### src/rtl/wb_arbiter.sv
// Write-back arbiter: two per-source FIFOs, round-robin issue of one (index, data) per cycle.
// Optional macro WB_ARB_FWD_EN enables empty-FIFO forwarding straight to the output register.
module wb_arbiter #(
  parameter int unsigned FIFO_DEPTH = 4,
  parameter int unsigned INDEX_W    = 6,
  parameter int unsigned DATA_W     = 32
) (
  input  logic               clock,
  input  logic               reset,
  input  logic               I_Stall,
  input  logic               I_Bypass_Full,
  input  logic               I_Valid_A,
  input  logic [INDEX_W-1:0] I_Index_A,
  input  logic [DATA_W-1:0]  I_Data_A,
  input  logic               I_Valid_B,
  input  logic [INDEX_W-1:0] I_Index_B,
  input  logic [DATA_W-1:0]  I_Data_B,
  output logic               O_Full_A,
  output logic               O_Full_B,
  output logic               O_WB_Valid,
  output logic [INDEX_W-1:0] O_WB_Index,
  output logic [DATA_W-1:0]  O_WB_Data,
  output logic               O_Overflow
);

  localparam int unsigned PTR_W = $clog2(FIFO_DEPTH);
  localparam int unsigned CNT_W = PTR_W + 1;
  localparam int unsigned ENT_W = INDEX_W + DATA_W;
  localparam logic [CNT_W-1:0] DEPTH_C = CNT_W'(FIFO_DEPTH);

  logic [ENT_W-1:0]   r_mem_a [FIFO_DEPTH];
  logic [ENT_W-1:0]   r_mem_b [FIFO_DEPTH];
  logic [PTR_W-1:0]   r_wptr_a, r_rptr_a, r_wptr_b, r_rptr_b;
  logic [CNT_W-1:0]   r_cnt_a, r_cnt_b;
  logic [CNT_W-1:0]   w_cnt_a_d, w_cnt_b_d;
  logic               r_prio_b;
  logic               r_overflow;
  logic               r_wb_valid;
  logic [INDEX_W-1:0] r_wb_index;
  logic [DATA_W-1:0]  r_wb_data;

  logic w_en, w_ne_a, w_ne_b, w_req_a, w_req_b;
  logic w_gnt_a, w_gnt_b, w_pop_a, w_pop_b, w_fwd_a, w_fwd_b;
  logic w_push_a, w_push_b, w_wr_a, w_wr_b;

  assign O_Full_A   = (r_cnt_a == DEPTH_C);
  assign O_Full_B   = (r_cnt_b == DEPTH_C);
  assign O_WB_Valid = r_wb_valid;
  assign O_WB_Index = r_wb_index;
  assign O_WB_Data  = r_wb_data;
  assign O_Overflow = r_overflow;

  assign w_en   = ~I_Stall & ~I_Bypass_Full;
  assign w_ne_a = (r_cnt_a != '0);
  assign w_ne_b = (r_cnt_b != '0);

`ifdef WB_ARB_FWD_EN
  // An empty FIFO with an incoming result competes as if that result were its head.
  assign w_req_a = w_ne_a | I_Valid_A;
  assign w_req_b = w_ne_b | I_Valid_B;
`else
  assign w_req_a = w_ne_a;
  assign w_req_b = w_ne_b;
`endif

  // r_prio_b set means B was not granted last, so B wins a tie.
  assign w_gnt_a = w_en & w_req_a & (~w_req_b | ~r_prio_b);
  assign w_gnt_b = w_en & w_req_b & (~w_req_a |  r_prio_b);
  assign w_pop_a = w_gnt_a & w_ne_a;
  assign w_pop_b = w_gnt_b & w_ne_b;
  assign w_fwd_a = w_gnt_a & ~w_ne_a;
  assign w_fwd_b = w_gnt_b & ~w_ne_b;

  assign w_push_a = I_Valid_A & ~O_Full_A;
  assign w_push_b = I_Valid_B & ~O_Full_B;
  assign w_wr_a   = w_push_a & ~w_fwd_a;
  assign w_wr_b   = w_push_b & ~w_fwd_b;

  always_comb begin
    w_cnt_a_d = r_cnt_a;
    if (w_wr_a && !w_pop_a)      w_cnt_a_d = r_cnt_a + 1'b1;
    else if (!w_wr_a && w_pop_a) w_cnt_a_d = r_cnt_a - 1'b1;
    w_cnt_b_d = r_cnt_b;
    if (w_wr_b && !w_pop_b)      w_cnt_b_d = r_cnt_b + 1'b1;
    else if (!w_wr_b && w_pop_b) w_cnt_b_d = r_cnt_b - 1'b1;
  end

  always_ff @(posedge clock) begin
    if (w_wr_a) r_mem_a[r_wptr_a] <= {I_Index_A, I_Data_A};
    if (w_wr_b) r_mem_b[r_wptr_b] <= {I_Index_B, I_Data_B};
  end

  always_ff @(posedge clock) begin
    if (reset) begin
      r_wptr_a   <= '0;
      r_rptr_a   <= '0;
      r_cnt_a    <= '0;
      r_wptr_b   <= '0;
      r_rptr_b   <= '0;
      r_cnt_b    <= '0;
      r_prio_b   <= 1'b0;
      r_overflow <= 1'b0;
      r_wb_valid <= 1'b0;
      r_wb_index <= '0;
      r_wb_data  <= '0;
    end else begin
      r_cnt_a <= w_cnt_a_d;
      r_cnt_b <= w_cnt_b_d;
      if (w_wr_a)  r_wptr_a <= r_wptr_a + 1'b1;
      if (w_wr_b)  r_wptr_b <= r_wptr_b + 1'b1;
      if (w_pop_a) r_rptr_a <= r_rptr_a + 1'b1;
      if (w_pop_b) r_rptr_b <= r_rptr_b + 1'b1;
      r_overflow <= r_overflow | (I_Valid_A & O_Full_A) | (I_Valid_B & O_Full_B);

      if (w_gnt_a) begin
        r_prio_b   <= 1'b1;
        r_wb_valid <= 1'b1;
        {r_wb_index, r_wb_data} <= w_fwd_a ? {I_Index_A, I_Data_A} : r_mem_a[r_rptr_a];
      end else if (w_gnt_b) begin
        r_prio_b   <= 1'b0;
        r_wb_valid <= 1'b1;
        {r_wb_index, r_wb_data} <= w_fwd_b ? {I_Index_B, I_Data_B} : r_mem_b[r_rptr_b];
      end else begin
        r_wb_valid <= 1'b0;
      end
    end
  end

endmodule

### config.mk
export PLATFORM = sky130hd
export DESIGN_NAME = wb_arbiter
export DESIGN_NICKNAME = d
export VERILOG_FILES = /design/src/rtl/wb_arbiter.sv
export SDC_FILE = /design/constraint.sdc
export NUM_CORES = 1
export LEC_CHECK = 0
export CAP_MARGIN = 20
export CORE_ASPECT_RATIO = 0.75
export CORE_UTILIZATION = 61
export DETAILED_ROUTE_END_ITERATION = 6
export GPL_ROUTABILITY_DRIVEN = 1
export PLACE_DENSITY = 0.85
export SLEW_MARGIN = 5
export SYNTH_ARGS = -nofsm -noshare
export SYNTH_HDL_FRONTEND = slang
export SYNTH_SLANG_ARGS = --single-unit
### constraint.sdc
create_clock -name clock -period 7 [get_ports clock]
set_clock_uncertainty 0.05 [all_clocks]
set_input_delay 0.7 -clock clock [delete_from_list [all_inputs] [get_ports clock]]
set_output_delay 0.7 -clock clock [all_outputs]
set_load 0.1 [all_outputs]
==> out/summary.txt <==
Share of cells above drive strength 1 - 0.226
Final worst-path cycle share - 0.466
Antenna-violating nets left - 0
Worst slew pin tran - 1.11 ns
Vias in the first global route - 7264
Die ar. - 23200 um^2
Ys Warns - 0
Hold slack - 0.434 ns
Die width - 176 um
Arrival time at the worst endpoint - 2.51 ns
Fillers - 1217
HPWL Detailed - 15400 um
RSZ-0062 raised after global routing - false
Critical R2R Launch - r_cnt_b[0]$_SDFFE_PP0P_
Die H - 132 um
Util after Layout - 0.750
Resized Gates After CTS - 0
Io pins - 124
Critical path cell sequence - nor3b_1 > clkdlybuf4s50_1
Cell area after synthesis - 13800 um^2
Pins Over Slew Limit - 0
CTS H-tree depth - 2
Global route overflow - 0
Post-Route WL - 28500 um
Hold Buf Count CTS - 0
Worst Setup Path Type - flip-flop to output pin
VDD IR-drop max - 0.267 mV
Leak pwr - 0.00552 uW
Largest cells by area after synthesis - edfxtp_1 66%, mux4_2 12%, dfxtp_1 8.6%
First drt pass iteration count - 5
Worst Path Max Fanout - 5
Most common cell after layout, fill and taps aside - edfxtp_1
Hold EP - O_Overflow$_SDFF_PP0_
Min-delay src - O_Overflow$_SDFF_PP0_
Worst setup EP type - output pin
Longest Clk Path Bufs - 3
Post-layout min period - 3.26 ns
DR WL/cell - 25.4 um
Setup TNS - 0 ns
CP Launch Type - flip-flop
Netlist cell types - 34
Row cnt - 47
R2R depth - 8
Total Nets Final - 896
Post-synth top area cell - edfxtp_1
Setup violators final - 0
Port Buffers - 123
CTS tree - built
CTS sink cnt - 363
GPL Wtd Cong - 0.726
Diode count - 0
Max-slew headroom - 0.262
Hold path depth - 2
Root buffer cell - clkbuf_16
# DRC - 0
Vias per cell - 6.14
HP Class - flip-flop to flip-flop
Core area - 22100 um^2
GRT Total Usage - 0.253
Max-cap violation count - 0
Total CTS buffers - 35
Initial antenna violation count - 1
Initial core utilization - 0.624
R2r setup slk - 3.98 ns
DR iter-0 viols - 683
Synth Area per Inst - 20.6 um^2
Most frequent cells in the layout - 304 x edfxtp_1, 122 x clkdlybuf4s50_1, 76 x mux4_2
Vias - 6894
Reg2Reg Capture Point - r_cnt_a[2]$_SDFFE_PP0P_
Clock slew at reported path FFs - 0.06 ns
Area grow syn2layout - 20.1%
Mapped Cells - 669
Critical-path top delay cell - clkdlybuf4s50_1
Outcome - completed
Max incr delay on CP - 1.22 ns
Net Count, Synth - 763
Worst-skew pair later-pin latency - 0.52 ns
Seq/Total Area, Yosys - 0.747
Critical path required time - 6.25 ns
First-pass GRT wire length - 42500 um
Power Density - 387 nW/um^2
Largest net degree at the start of global routing - 78
Achievable frequency - 306 MHz
Yosys reg bits - 363
Top cell type's share of synthesized area - 0.661
Final Hold Viols - 0
Post CTS Setup Buffer Count - 0
[registers in the layout, summed over array words and instances (netlist names), 3 cells and up, named ones only]
signal,cells
r_mem_a,152
r_cnt_a,3
r_cnt_b,3
r_mem_b,152
O_WB_Data,32
O_WB_Index,6
[cell usage after synthesis]
library cell and n:
a211oi_1 8, a211oi_2 30, a21oi_1 3, a221oi_1 1, and2_1 8, buf_1 2
buf_2 9, buf_4 9, buf_6 5, clkbuf_1 11, dfxtp_1 59, edfxtp_1 304
fa_1 2, ha_1 10, inv_1 6, mux2i_1 42, mux4_2 76, nand2_1 2
nand3_4 1, nand4_1 1, nor2_1 53, nor2_2 1, nor2b_1 3, nor3_1 1
nor3b_1 2, o2111ai_1 1, o211ai_1 1, o21a_4 1, o21ai_0 2, o31ai_2 1
or3_1 2, or3_4 2, xnor2_1 2, xor2_1 8
[metrics by stage]
stage	power [uW]	setup WS (ns)	std cells	cell area (um^2)
detailed placement	4450	3.35	1051	15200
global placement	4360	3.46	1051	15200
CTS	6400	3.73	1114	16400
global route	6630	3.63	1122	16600
finish	6410	3.74	1122	16600
floorplan	4040	2.92	669	13800
[cell type report]
type	instances	area, um^2	share of cell area
clock buffer	51	1040	0.0626
tap	294	368	0.0222
timing repair buffer	132	1410	0.0849
clock inverter	12	164	0.00988
multi-input combinational	264	3270	0.197
inverter	6	22.5	0.00136
sequential	363	10300	0.622
[routing by layer]
layer	GRT usage	part of all wire
met1	0.338	0.40
met2	0.435	0.52
met3	0.0458	0.061
met4	0.0609	0.020
met5	0	0.00060
[kinds of logic after synthesis]
kind of cell             synth area share
flip-flops                          0.747
multiplexers                        0.154
AND/OR/NAND/NOR                    0.0261
AO/OA/AOI/OAI                      0.0372
buffers and inverters              0.0174
adder cells (fa/ha/maj)            0.0120
XOR/XNOR                          0.00634
[worst max-delay path by stage]
stage / from / endpoint / depth (start not counted)
after detailed placement: I_Bypass_Full / r_cnt_a[2]$_SDFFE_PP0P_ / 9
after CTS: r_cnt_b[2]$_SDFFE_PP0P_ / O_Full_B / 2
after global routing: r_cnt_a[0]$_SDFFE_PP0P_ / O_Full_A / 2
after floorplan: r_cnt_b[2]$_SDFFE_PP0P_ / r_mem_b[0][0]$_DFFE_PP_ / 4
final: r_cnt_a[0]$_SDFFE_PP0P_ / O_Full_A / 2
after global placement: I_Bypass_Full / r_cnt_a[2]$_SDFFE_PP0P_ / 9
[critical path, delay by kind of cell, from the launching register on]
kind	cells	cell delay, ns
buf+inv	1	1.22
flops	1	0.37
simple gates	1	0.42
[where the power goes]
group | leakage (uW) | internal [uW] | switching [uW]
Clock | 0.000589 | 1180 | 775
Combinational | 0.00166 | 587 | 1000
Sequential | 0.00327 | 2670 | 200
Note: power is estimated with default switching activity, not from simulation.
